--- config.mk ---
export PLATFORM = sky130hd
export DESIGN_NAME = ad_rx
export DESIGN_NICKNAME = d
export VERILOG_FILES = /design/src/rtl/ad_pkg.sv /design/src/rtl/ad_rx_shift.sv /design/src/rtl/ad_rx.sv
export SDC_FILE = /design/constraint.sdc
export NUM_CORES = 1
export LEC_CHECK = 0
export BUFFER_PORTS_ARGS = -buffer_cell sky130_fd_sc_hd__buf_2
export CORE_ASPECT_RATIO = 1.2
export CORE_UTILIZATION = 49
export CTS_BUF_LIST = sky130_fd_sc_hd__clkbuf_8 sky130_fd_sc_hd__clkbuf_16
export DETAILED_ROUTE_END_ITERATION = 8
export GPL_TIMING_DRIVEN = 0
export PLACE_DENSITY = 0.72
export SYNTH_ARGS = -nofsm -noshare
export SYNTH_HDL_FRONTEND = slang
export SYNTH_SLANG_ARGS = --single-unit
--- constraint.sdc ---
create_clock -name clk_sys -period 1.9 [get_ports clk_sys]
set_clock_uncertainty 0.05 [all_clocks]
set_input_delay 0.38 -clock clk_sys [delete_from_list [all_inputs] [get_ports clk_sys]]
set_output_delay 0.38 -clock clk_sys [all_outputs]
set_load 0.05 [all_outputs]
--- src/rtl/ad_pkg.sv ---
// ad_pkg
// Shared definitions for the serial ADC receive path.
//   state_t          : receiver FSM state encoding (3-bit binary)
//   FRAME_W_DEF      : default sclk bits per conversion frame
//   DATA_W_DEF       : default result width (last bits of the frame)
//   DIV / DIV_HALF   : sclk generator period and high/low split in clk_sys
//                      cycles, so neighbours can derive strobe spacing
//   BIT_CNT_W        : width of the received-bit counter
//   STB_CNT_W        : width of the setup/hold strobe counter
package ad_pkg;

    typedef enum logic [2:0] {
        ST_IDLE  = 3'd0,
        ST_SETUP = 3'd1,
        ST_SHIFT = 3'd2,
        ST_HOLD  = 3'd3,
        ST_DONE  = 3'd4
    } state_t;

    localparam int FRAME_W_DEF = 16;
    localparam int DATA_W_DEF  = 12;

    localparam int DIV      = 50;
    localparam int DIV_HALF = 25;

    localparam int BIT_CNT_W = 6;
    localparam int STB_CNT_W = 4;

endpackage

--- src/rtl/ad_rx_shift.sv ---
// ad_rx_shift
// MSB-first shift register and received-bit counter for one ADC frame.
// Ports:
//   clk_sys  in   system clock, rising edge
//   rst      in   synchronous active-high reset
//   load     in   clears register and bit counter ahead of a new frame
//   en       in   shift in one bit from sdo and advance the bit counter
//   sdo      in   serial data bit
//   data     out  the last DATA_W bits received (leading bits drop off)
//   last     out  the next enabled shift captures bit FRAME_W-1
module ad_rx_shift
    import ad_pkg::*;
#(
    parameter int FRAME_W = FRAME_W_DEF,
    parameter int DATA_W  = DATA_W_DEF
)
(
    input  logic              clk_sys,
    input  logic              rst,
    input  logic              load,
    input  logic              en,
    input  logic              sdo,
    output logic [DATA_W-1:0] data,
    output logic              last
);

    logic [FRAME_W-1:0]   shreg;
    logic [BIT_CNT_W-1:0] bit_cnt;

    // Shift register and bit counter. The concatenate-and-truncate form
    // keeps the shift legal even for a one-bit frame.
    always_ff @(posedge clk_sys) begin
        if (rst) begin
            shreg   <= '0;
            bit_cnt <= '0;
        end else if (load) begin
            shreg   <= '0;
            bit_cnt <= '0;
        end else if (en) begin
            shreg   <= FRAME_W'({shreg, sdo});
            bit_cnt <= bit_cnt + 1'b1;
        end
    end

    assign data = shreg[DATA_W-1:0];
    assign last = (bit_cnt == BIT_CNT_W'(FRAME_W - 1));

endmodule

--- src/rtl/ad_rx.sv ---
// ad_rx
// Serial ADC frame receiver. Drives chip select and a gated sclk, shifts
// in one frame MSB-first on the generator strobes and presents the result
// as a parallel sample with a one-cycle valid.
// Ports:
//   clk_sys     in   system clock, rising edge
//   rst         in   synchronous active-high reset
//   sclk_in     in   free-running sclk level from the generator
//   sclk_pulse  in   strobe, the cycle before sclk_in rises
//   conv_req    in   conversion request pulse
//   adc_sdo     in   ADC serial data (already synchronised)
//   adc_cs_n    out  ADC chip select, active low, registered
//   adc_sclk    out  gated sclk, registered; idles high outside SHIFT
//   dout        out  last captured sample
//   dout_vld    out  one-cycle strobe, dout is new
//   busy        out  FSM is not IDLE
//   overrun     out  sticky, a request was lost
//   ovr_clr     in   clears overrun
module ad_rx
    import ad_pkg::*;
#(
    parameter int FRAME_W = FRAME_W_DEF,
    parameter int DATA_W  = DATA_W_DEF,
    parameter int SETUP_P = 1,
    parameter int HOLD_P  = 1
)
(
    input  logic              clk_sys,
    input  logic              rst,
    input  logic              sclk_in,
    input  logic              sclk_pulse,
    input  logic              conv_req,
    input  logic              adc_sdo,
    output logic              adc_cs_n,
    output logic              adc_sclk,
    output logic [DATA_W-1:0] dout,
    output logic              dout_vld,
    output logic              busy,
    output logic              overrun,
    input  logic              ovr_clr
);

    state_t               state, state_nxt;
    logic [STB_CNT_W-1:0] stb_cnt, stb_cnt_nxt;
    logic                 pending, pending_nxt;
    logic                 overrun_nxt;
    logic                 cs_n_nxt;
    logic                 vld_nxt;
    logic [DATA_W-1:0]    dout_nxt;
    logic                 shift_load, shift_en, shift_last;
    logic [DATA_W-1:0]    shift_data;

    ad_rx_shift #(
        .FRAME_W (FRAME_W),
        .DATA_W  (DATA_W)
    ) u_shift (
        .clk_sys (clk_sys),
        .rst     (rst),
        .load    (shift_load),
        .en      (shift_en),
        .sdo     (adc_sdo),
        .data    (shift_data),
        .last    (shift_last)
    );

    // Next-state logic. Requests arriving while not idle queue into a
    // single pending slot; a second one is lost and flagged, and a new
    // loss beats a simultaneous ovr_clr. dout/dout_vld are loaded on the
    // HOLD->DONE transition so the valid strobe coincides with DONE.
    always_comb begin
        state_nxt   = state;
        stb_cnt_nxt = stb_cnt;
        pending_nxt = pending;
        overrun_nxt = overrun & ~ovr_clr;
        cs_n_nxt    = adc_cs_n;
        vld_nxt     = 1'b0;
        dout_nxt    = dout;
        shift_load  = 1'b0;
        shift_en    = 1'b0;

        if (conv_req && (state != ST_IDLE)) begin
            if (pending) begin
                overrun_nxt = 1'b1;
            end else begin
                pending_nxt = 1'b1;
            end
        end

        case (state)
            ST_IDLE: begin
                if (conv_req || pending) begin
                    state_nxt   = ST_SETUP;
                    cs_n_nxt    = 1'b0;
                    stb_cnt_nxt = STB_CNT_W'(SETUP_P);
                    shift_load  = 1'b1;
                    // Servicing pending while a fresh request arrives
                    // leaves the fresh one queued.
                    pending_nxt = pending & conv_req;
                end
            end
            ST_SETUP: begin
                if (stb_cnt == '0) begin
                    state_nxt = ST_SHIFT;
                end else if (sclk_pulse) begin
                    stb_cnt_nxt = stb_cnt - 1'b1;
                end
            end
            ST_SHIFT: begin
                if (sclk_pulse) begin
                    shift_en = 1'b1;
                    if (shift_last) begin
                        state_nxt   = ST_HOLD;
                        stb_cnt_nxt = STB_CNT_W'(HOLD_P);
                    end
                end
            end
            ST_HOLD: begin
                if (stb_cnt == '0) begin
                    state_nxt = ST_DONE;
                    cs_n_nxt  = 1'b1;
                    vld_nxt   = 1'b1;
                    dout_nxt  = shift_data;
                end else if (sclk_pulse) begin
                    stb_cnt_nxt = stb_cnt - 1'b1;
                end
            end
            ST_DONE: begin
                state_nxt = ST_IDLE;
            end
            default: begin
                state_nxt = ST_IDLE;
            end
        endcase
    end

    // State and output registers. adc_sclk follows sclk_in only while
    // shifting so the ADC sees no edges outside the data window.
    always_ff @(posedge clk_sys) begin
        if (rst) begin
            state    <= ST_IDLE;
            stb_cnt  <= '0;
            pending  <= 1'b0;
            overrun  <= 1'b0;
            adc_cs_n <= 1'b1;
            adc_sclk <= 1'b1;
            dout     <= '0;
            dout_vld <= 1'b0;
            busy     <= 1'b0;
        end else begin
            state    <= state_nxt;
            stb_cnt  <= stb_cnt_nxt;
            pending  <= pending_nxt;
            overrun  <= overrun_nxt;
            adc_cs_n <= cs_n_nxt;
            adc_sclk <= (state == ST_SHIFT) ? sclk_in : 1'b1;
            dout     <= dout_nxt;
            dout_vld <= vld_nxt;
            busy     <= (state_nxt != ST_IDLE);
        end
    end

endmodule
==> results of run 1 <==
[layout by cell type (no fill, tap or decap), types with 2 or more instances in the layout]
master | synthesis | layout
xnor2_1 | 3 | 3
nand2_1 | 31 | 31
a21oi_1 | 17 | 16
clkbuf_8 | 0 | 5
mux2i_1 | 12 | 12
nor2b_1 | 2 | 2
nand3b_1 | 2 | 2
dfxtp_2 | 0 | 2
and3_1 | 2 | 2
buf_4 | 0 | 9
nor3_1 | 3 | 3
or3_1 | 2 | 2
buf_2 | 2 | 24
inv_2 | 0 | 2
inv_1 | 5 | 4
o21ai_0 | 3 | 3
nor2_1 | 26 | 26
dfxtp_1 | 43 | 41
xor2_1 | 3 | 3
clkbuf_1 | 8 | 4
[layout make-up]
class | instances | area (um^2) | area share
Multi-Input combinational cell | 128 | 776 | 0.387
Timing Repair Buffer | 31 | 175 | 0.0874
Inverter | 5 | 18.8 | 0.00937
Tap cell | 36 | 45.0 | 0.0225
Clock inverter | 3 | 16.3 | 0.00812
Sequential cell | 43 | 863 | 0.431
Buffer | 8 | 40.0 | 0.0200
Clock buffer | 5 | 68.8 | 0.0344
[registers in the layout, indices dropped and copies added (netlist names)]
name             flops
dout                12
state                3
overrun              1
dout_vld             1
u_shift.bit_cnt      6
adc_sclk             1
u_shift.shreg       12
adc_cs_n             1
pending              1
busy                 1
stb_cnt              4
[logic make-up (layout without fill, tap and decap cells)]
logic type,Yosys count,after routing
XOR/XNOR,6,6
AO/OA/AOI/OAI,29,29
AND/OR/NAND/NOR,79,79
flip-flops,43,43
adder cells (fa/ha/maj),2,2
buffers and inverters,15,52
multiplexers,12,12
[routing by layer]
| layer | wire (um) | global-route usage |
|---|---|---|
| met4 | 111 | 0.128 |
| met5 | 0 | 0 |
| met1 | 1470 | 0.227 |
| met2 | 1810 | 0.369 |
| met3 | 122 | 0.0450 |
[through the flow]
stage                     std cells   TNS [ns]  hold WS [ns]  total power (W)  utilization
after global routing            259     -0.110         0.218          0.00224        0.638
after detailed placement        245      -2.23         0.414          0.00149        0.582
after CTS                       255    -0.0505         0.211          0.00209        0.622
after global placement          245     -0.923         0.398          0.00147        0.582
after floorplan                 186          0         0.386          0.00138            -
final                           259  -0.000536         0.215          0.00215        0.638
[what timing repair did]
action,CTS,global route
endpoints found under the hold margin,0,0
buffers inserted,4,4
pin swaps,2,4
setup endpoints to repair,23,21
gates resized for setup,7,8
[power by group]
part	switching [W]	internal, W
Combinational	0.000329	0.000240
Clock	0.000309	0.000251
Sequential	0.0000555	0.000960
Total	0.000694	0.00145
[final timing paths]
kind | depth (start not counted) | startpoint | slack (ns) | endpoint
max | 6 | stb_cnt[1]$_SDFFE_PP0P_ | -0.0005 | stb_cnt[1]$_SDFFE_PP0P_
min | 2 | sclk_in | 0.21 | adc_sclk$_SDFF_PP1_
max reg2reg | 6 | stb_cnt[1]$_SDFFE_PP0P_ | -0.0005 | stb_cnt[1]$_SDFFE_PP0P_
min reg2reg | 2 | u_shift.shreg[11]$_SDFFE_PP0P_ | 0.42 | u_shift.shreg[11]$_SDFFE_PP0P_
==> impl_metrics.yaml, run 1 <==
status:
  status: "finished, violations left"
  violations: "negative setup slack"
sta:
  slew_headroom: 0.653
  hold_violations: 0
  report.final.slew_viol_count: 0
  rsz0062_at_grt: "true"
  setup_viol: 1
  min_period_ns: 1.90
  finalCritPeriodShare: 1.00
  fin_ws_ns: -0.000536
  worst_slew_pin_slew_ns: 0.521
  fmax_ghz: 0.526
floorplanning:
  ios: 24
  die_w_um: 55.2
  rows: 22
  initial_core_util: 0.531
  core_mm2: 0.00314
  die_h_um: 65.9
  fp.dieArea_mm2: 0.00364
critical_path:
  crit_required_ns: 2.08
  startpoint_type: "flop"
  slowest_stage: "or4b_1"
  crit_path_max_incr_delay_ns: 0.54
  arrival_ns: 2.08
  cp.buffers_inverters: 1
  critPathTopFamily: "simple AND/OR/NAND/NOR gates"
  crit_path_end_kind: "flop"
  critical_path_class: "flop to flop"
  cp_max_fo: 5
  crit_chain: "inv_2, ha_4, and4bb_4, a2111o_1, or4b_1, a21oi_2"
yosys:
  synthesis.nets: 195
  yosys.area_share.simple: 0.222
  synthMuxAreaShare: 0.0721
  syn_avg_cell_area_um2: 8.95
  netlist.area_leader.share: 0.517
  synth_compound_area_frac: 0.107
  yosys-top-cells-count: "dfxtp_1 (43), nand2_1 (31), nor2_1 (26)"
  synth-seq-area-share: 0.517
  synth.distinct_cells: 37
  ys_top_cells_by_area: "dfxtp_1 (52%), mux2i_1 (7.2%), nand2_1 (7.0%)"
  synth-async-reset-ratio: 0
  yosysMostFrequentCell: "dfxtp_1"
  yosysWarnings: 0
  synth_edf_count: 0
  synthXorXnorAreaFrac: 0.0316
  netlist_area_mm2: 0.00167
  synth_top_flop_cell: "dfxtp_1"
  yosys.area.top_type: "dfxtp_1"
  synth_adder_area_share: 0.0150
  ys_seq_elements: 43
  synthCells: 186
  synth_top_family_by_area: "simple AND/OR/NAND/NOR gates"
clock_network:
  h-tree-depth: 2
  ctsHoldBuffers: 0
  clockBufferDepth: 2
  cts.sink_count: 43
  cts_tree: "done"
  cts_buffers: 5
  clock_latency_ns: 0.30
  clkTransAtPathRegs_ns: 0.08
  cts_root_buf: "clkbuf_8"
finish:
  nets: 231
  diodes: 0
  layout-drive-gt1-share: 0.238
  design_area_mm2: 0.00200
  area.growth.synth_to_final_pct: 20.3
  num-fill-cells: 287
power:
  p_per_area_mw_per_mm2: 1070
  vdd_drop_max_uv: 888
  leakage_nw: 0.888
run:
  drv_cap: 0
routing:
  drc: 0
  ant_nets: 0
  routed_wl_mm: 3.51
  firstDrtPassIters: 4
  viasPerCell: 5.39
  num_vias: 1395
  drtIter0Drc: 47
  wl_per_cell_um: 13.5
grt:
  grt_pass1_wl_mm: 5.79
  grt_antenna_before_repair: 0
  grt_overflow_total: 0
  grt_usage: 0.208
  grt_pass1_vias: 1326
  grt_max_degree: 14
place:
  dpl_cell_area_mm2: 0.00183
  finalWeightedCongestion: 0.798
  place_ws_ns: -0.170
  dp_hpwl_mm: 2.47
  io_buffers: 23
min_path:
  min_path_type: "input port to flop"
No activity file was read; power rests on OpenSTA's default activity.
==> inputs of run 2 (changes only) <==
GPL_ROUTABILITY_DRIVEN = 0   (was unset)
PLACE_DENSITY = unset   (was 0.72)
PLACE_DENSITY_LB_ADDON = 0.25   (was unset)
==> run 2 against run 1 <==
  * The run still ends with negative setup slack left
  * Sequential power about the same
  * Critical path depth unchanged
  * Sequential cell count unchanged
  * Global-route usage down 1.0 points
  * Power up 5.5%
  * Hold slack better by 0.0079 ns
  * Register-to-register slack about the same
  * Via count down 0.43%
  * Largest power group unchanged
==> impl_metrics.yaml, run 2 (synthesized netlist as in run 1, its figures left out) <==
critical_path:
  rr_worst_depth: 6
  r2r_slack_ns: -0.01
  crit_chain: "inv_2, ha_4, and4bb_4, a2111o_1, or4b_4, a21oi_2"
  crit_path_max_incr_delay_ns: 0.55
  rr_endpoint: "stb_cnt[1]$_SDFFE_PP0P_"
  crit_path_end_kind: "flop"
  cp.buffers_inverters: 1
  slowest_stage: "or4b_4"
  critical_path_class: "flop to flop"
  cp_max_fo: 5
  critPathTopFamily: "simple AND/OR/NAND/NOR gates"
  startpoint_type: "flop"
  crit_required_ns: 2.07
  arrival_ns: 2.08
  reg2reg_from: "stb_cnt[0]$_SDFFE_PP0P_"
finish:
  top_regs: "dout (12), u_shift.shreg (12), u_shift.bit_cnt (6)"
  diodes: 0
  fin_util: 0.643
  final_cells: 258
  area.growth.synth_to_final_pct: 21.2
  nets: 231
  layout_common_cells: "dfxtp_1 (41), nand2_1 (31), nor2_1 (26)"
  final_common_cell: "dfxtp_1"
  layout-drive-gt1-share: 0.234
place:
  io_buffers: 23
  dp_hpwl_mm: 2.29
  dp.cells: 245
routing:
  num_vias: 1389
  wl_met3_um: 109
  wl_met1_mm: 1.58
  highest_layer: "met4"
  drtIter0Drc: 48
  wl_per_cell_um: 13.7
  ant_nets: 0
  drc: 0
  firstDrtPassIters: 6
  viasPerCell: 5.38
  wl_met2_mm: 1.78
  routed_wl_mm: 3.53
grt:
  grt_antenna_before_repair: 0
  grt_overflow_total: 0
  grt_pass1_wl_mm: 5.58
  grt_pass1_vias: 1227
  grt_max_degree: 14
  grt_usage: 0.198
clock_network:
  cts_tree: "done"
  ctsHoldBuffers: 0
  cts_buffers: 5
  clkTransAtPathRegs_ns: 0.07
  clockBufferDepth: 2
  cts_root_buf: "clkbuf_8"
  h-tree-depth: 2
  cts.sink_count: 43
  clock_latency_ns: 0.29
floorplanning:
  die_w_um: 55.2
  die_h_um: 65.9
  rows: 22
  core_mm2: 0.00314
  fp.dieArea_mm2: 0.00364
  initial_core_util: 0.531
  ios: 24
sta:
  min_period_ns: 1.91
  fin_ws_ns: -0.0110
  rsz0062_at_grt: "true"
  report.final.slew_viol_count: 0
  hold_violations: 0
  worst_slew_pin_slew_ns: 0.560
  fmax_ghz: 0.523
  slew_headroom: 0.627
  setup_viol: 1
  finalCritPeriodShare: 1.01
status:
  violations: "negative setup slack"
  status: "finished, violations left"
min_path:
  min_path_cells: 2
  min_path_type: "input port to flop"
  hold_start: "sclk_in"
  min_to: "adc_sclk$_SDFF_PP1_"
power:
  vdd_drop_max_uv: 784
  p_per_area_mw_per_mm2: 1120
  leakage_nw: 0.902
run:
  drv_cap: 0
-- run 2: layout make-up --
class,count,area (um^2)
plain buffers,8,40.0
clock buffers,5,68.8
clock inverters,2,33.8
fillers,290,1120
inverters,5,18.8
multi-input cells,128,773
flip-flops and latches,43,863
well taps,36,45.0
repair buffers,31,175
-- run 2: how the worst max path moves through the flow --
stage	cells after the start	start	slack (ns)	endpoint
after floorplan	6	stb_cnt[0]$_SDFFE_PP0P_	0.006	stb_cnt[1]$_SDFFE_PP0P_
after global placement	6	stb_cnt[0]$_SDFFE_PP0P_	-0.09	stb_cnt[1]$_SDFFE_PP0P_
after detailed placement	7	stb_cnt[0]$_SDFFE_PP0P_	-0.11	dout[7]$_SDFFE_PP0P_
after CTS	6	stb_cnt[0]$_SDFFE_PP0P_	-0.03	stb_cnt[1]$_SDFFE_PP0P_
after global routing	5	state[2]$_SDFF_PP0_	-0.07	stb_cnt[3]$_SDFFE_PP0P_
final	6	stb_cnt[0]$_SDFFE_PP0P_	-0.01	stb_cnt[1]$_SDFFE_PP0P_
-- run 2: timing repair --
action / in CTS / in global routing
setup endpoints to repair: 24 / 26
pin swaps: 2 / 5
gates resized for setup: 5 / 10
setup buffers: 1 / 7
gates cloned: 0 / 0
-- run 2: routing by layer --
| metal | vias to the layer above | track usage |
|---|---|---|
| met1 | 659 | 0.237 |
| met5 | - | 0 |
| met3 | 7 | 0.0411 |
| li1 | 696 | - |
| met2 | 27 | 0.336 |
| met4 | 0 | 0.103 |
-- run 2: through the flow --
step / power, W / setup WS [ns] / hold WS, ns / cell area (um^2) / TNS [ns]
after detailed placement: 0.00148 / -0.112 / 0.414 / 1830 / -1.56
after CTS: 0.00217 / -0.0323 / 0.223 / 1940 / -0.0323
after global placement: 0.00147 / -0.0888 / 0.396 / 1830 / -1.05
final: 0.00226 / -0.0110 / 0.222 / 2020 / -0.0110
after floorplan: 0.00138 / 0.00612 / 0.386 / 1670 / 0
after global routing: 0.00238 / -0.0676 / 0.212 / 2020 / -0.118
-- run 2: power by group --
| group | switching, W | internal [W] |
|---|---|---|
| logic | 0.000329 | 0.000253 |
| registers | 0.0000598 | 0.000961 |
| clock network | 0.000280 | 0.000379 |
==> inputs of run 3 (changes only) <==
BUFFER_PORTS_ARGS = unset   (was -buffer_cell sky130_fd_sc_hd__buf_2)
CORE_MARGIN = 1.5   (was unset)
CORE_UTILIZATION = 55   (was 49)
DONT_BUFFER_PORTS = 1   (was unset)
HOLD_SLACK_MARGIN = 0.15   (was unset)
==> run 3 against run 2 <==
  * The flow now finishes without violations
  * Critical path depth unchanged
  * Non-clock buffer count decreased by 25
  * Wire length decreased by 7.7%
  * Hold slack got worse by 0.13 ns
  * Setup slack improved by 0.051 ns
  * Register-to-register slack improved by 0.05 ns
  * Power decreased by 1.1%
  * Core utilization increased by 2.7 points
  * Sequential power increased by 6%
  * Critical endpoint unchanged
  * Highest routed layer unchanged
==> impl_metrics.yaml, run 3 (synthesized netlist as in run 1, its figures left out) <==
critical_path:
  slowest_stage: "or4b_4"
  crit_chain: "inv_2, ha_4, and4bb_4, a2111o_1, or4b_4, a21oi_2"
  startpoint_type: "flop"
  reg2reg_from: "stb_cnt[0]$_SDFFE_PP0P_"
  critical_path_class: "flop to flop"
  arrival_ns: 2.04
  critPathTopFamily: "simple AND/OR/NAND/NOR gates"
  cp_max_fo: 5
  startpoint: "stb_cnt[0]$_SDFFE_PP0P_"
  rr_endpoint: "stb_cnt[1]$_SDFFE_PP0P_"
  crit_path_end_kind: "flop"
  r2r_slack_ns: 0.04
  cp.buffers_inverters: 1
  crit_path_max_incr_delay_ns: 0.52
  crit_required_ns: 2.08
  rr_worst_depth: 6
clock_network:
  cts.sink_count: 43
  cts_buffers: 5
  clkTransAtPathRegs_ns: 0.08
  clockBufferDepth: 2
  ctsHoldBuffers: 1
  cts_root_buf: "clkbuf_8"
  clock_latency_ns: 0.30
  h-tree-depth: 2
  cts_tree: "done"
min_path:
  min_path_type: "input port to flop"
  min_to: "stb_cnt[3]$_SDFFE_PP0P_"
  min_path_cells: 1
  hold_start: "rst"
finish:
  top_regs: "dout (12), u_shift.shreg (12), u_shift.bit_cnt (6)"
  nets: 206
  layout_common_cells: "dfxtp_1 (41), nand2_1 (31), nor2_1 (26)"
  diodes: 0
  layout-drive-gt1-share: 0.146
  final_cells: 232
  final_common_cell: "dfxtp_1"
  area.growth.synth_to_final_pct: 14.2
sta:
  setup_viol: 0
  min_period_ns: 1.86
  fmax_ghz: 0.538
  worst_slew_pin_slew_ns: 0.564
  fin_ws_ns: 0.0396
  rsz0062_at_grt: "true"
  report.final.slew_viol_count: 0
  fin_hold_ws_ns: 0.0886
  slew_headroom: 0.624
  hold_violations: 0
  finalCritPeriodShare: 0.979
grt:
  grt_max_degree: 15
  grt_usage: 0.219
  grt_pass1_vias: 1200
  grt_overflow_total: 0
  grt_pass1_wl_mm: 5.40
  grt_antenna_before_repair: 0
place:
  dp.cells: 220
  place_ws_ns: -0.122
  io_buffers: 0
  dp_hpwl_mm: 2.24
routing:
  firstDrtPassIters: 4
  drtIter0Drc: 45
  routed_wl_mm: 3.26
  viasPerCell: 5.64
  ant_nets: 0
  wl_per_cell_um: 14.0
  drc: 0
  num_vias: 1308
run:
  drv_cap: 0
power:
  p_total_w: 0.00224
  p_per_area_mw_per_mm2: 1180
  vdd_drop_max_uv: 1000
  leakage_nw: 0.783
floorplanning:
  fp.dieArea_mm2: 0.00337
  die_h_um: 63.3
  initial_core_util: 0.587
  ios: 24
  core_mm2: 0.00284
  die_w_um: 53.2
  rows: 21
status:
  status: "complete, no violations"
[run 3: changes by cell type in the layout (fill, tap and decap cells not counted), sizes merged]
cell	previous run	this run
dlygate4sd3	0	1
inv	6	5
clkinv	0	2
clkbuf	11	10
buf	33	8
[run 3: worst max-delay path by stage]
stage	endpoint	slack, ns	depth (start not counted)
2_1_floorplan	stb_cnt[1]$_SDFFE_PP0P_	0.006	6
3_3_place_gp	stb_cnt[1]$_SDFFE_PP0P_	-0.08	6
3_5_place_dp	stb_cnt[1]$_SDFFE_PP0P_	-0.12	6
4_1_cts	stb_cnt[1]$_SDFFE_PP0P_	-0.02	6
5_1_grt	stb_cnt[1]$_SDFFE_PP0P_	-0.03	6
6_report	stb_cnt[1]$_SDFFE_PP0P_	0.04	6
[run 3: worst reg2reg max path, stage by stage (launching register included)]
cell and delay (ns):
dfxtp_2 0.36, inv_2 0.05, ha_4 0.16, and4bb_4 0.22, a2111o_1 0.31, or4b_4 0.52
a21oi_2 0.12
[run 3: cell type report]
class	instances	area (um^2)
buffer	7	36.3
clock buffer	5	68.8
clock inverter	3	43.8
fill	235	936
inverter	5	18.8
multi-input combinational	128	773
sequential	43	863
tap	34	42.5
timing repair buffer	7	55.1
[run 3: what timing repair did]
action,CTS,global route
endpoints found under the hold margin,3,3
gates resized for setup,7,8
cloned,0,0
endpoints found under the setup margin,23,31
pin swaps,3,2
buffers inserted,1,5
[run 3: per-layer routing]
layer  wire length [um]  share of wire  global-route usage
met1               1380           0.42               0.253
met5                  0              0                   0
met4                 68          0.021              0.0962
met3                202          0.062              0.0900
met2               1610           0.49               0.347
[run 3: per-stage QoR]
stage | area [um^2] | setup TNS, ns | utilization
final | 1900 | 0 | 0.670
after global routing | 1900 | -0.0278 | 0.670
after CTS | 1860 | -0.0226 | 0.656
after detailed placement | 1710 | -1.61 | 0.602
after global placement | 1710 | -1.03 | 0.602
after floorplan | 1670 | 0 | -
[run 3: where the power goes]
group	switching, W	total [W]	internal, W
registers	0.000120	0.00108	0.000960
clock network	0.000317	0.000708	0.000391
logic	0.000241	0.000448	0.000208
total	0.000678	0.00224	0.00156
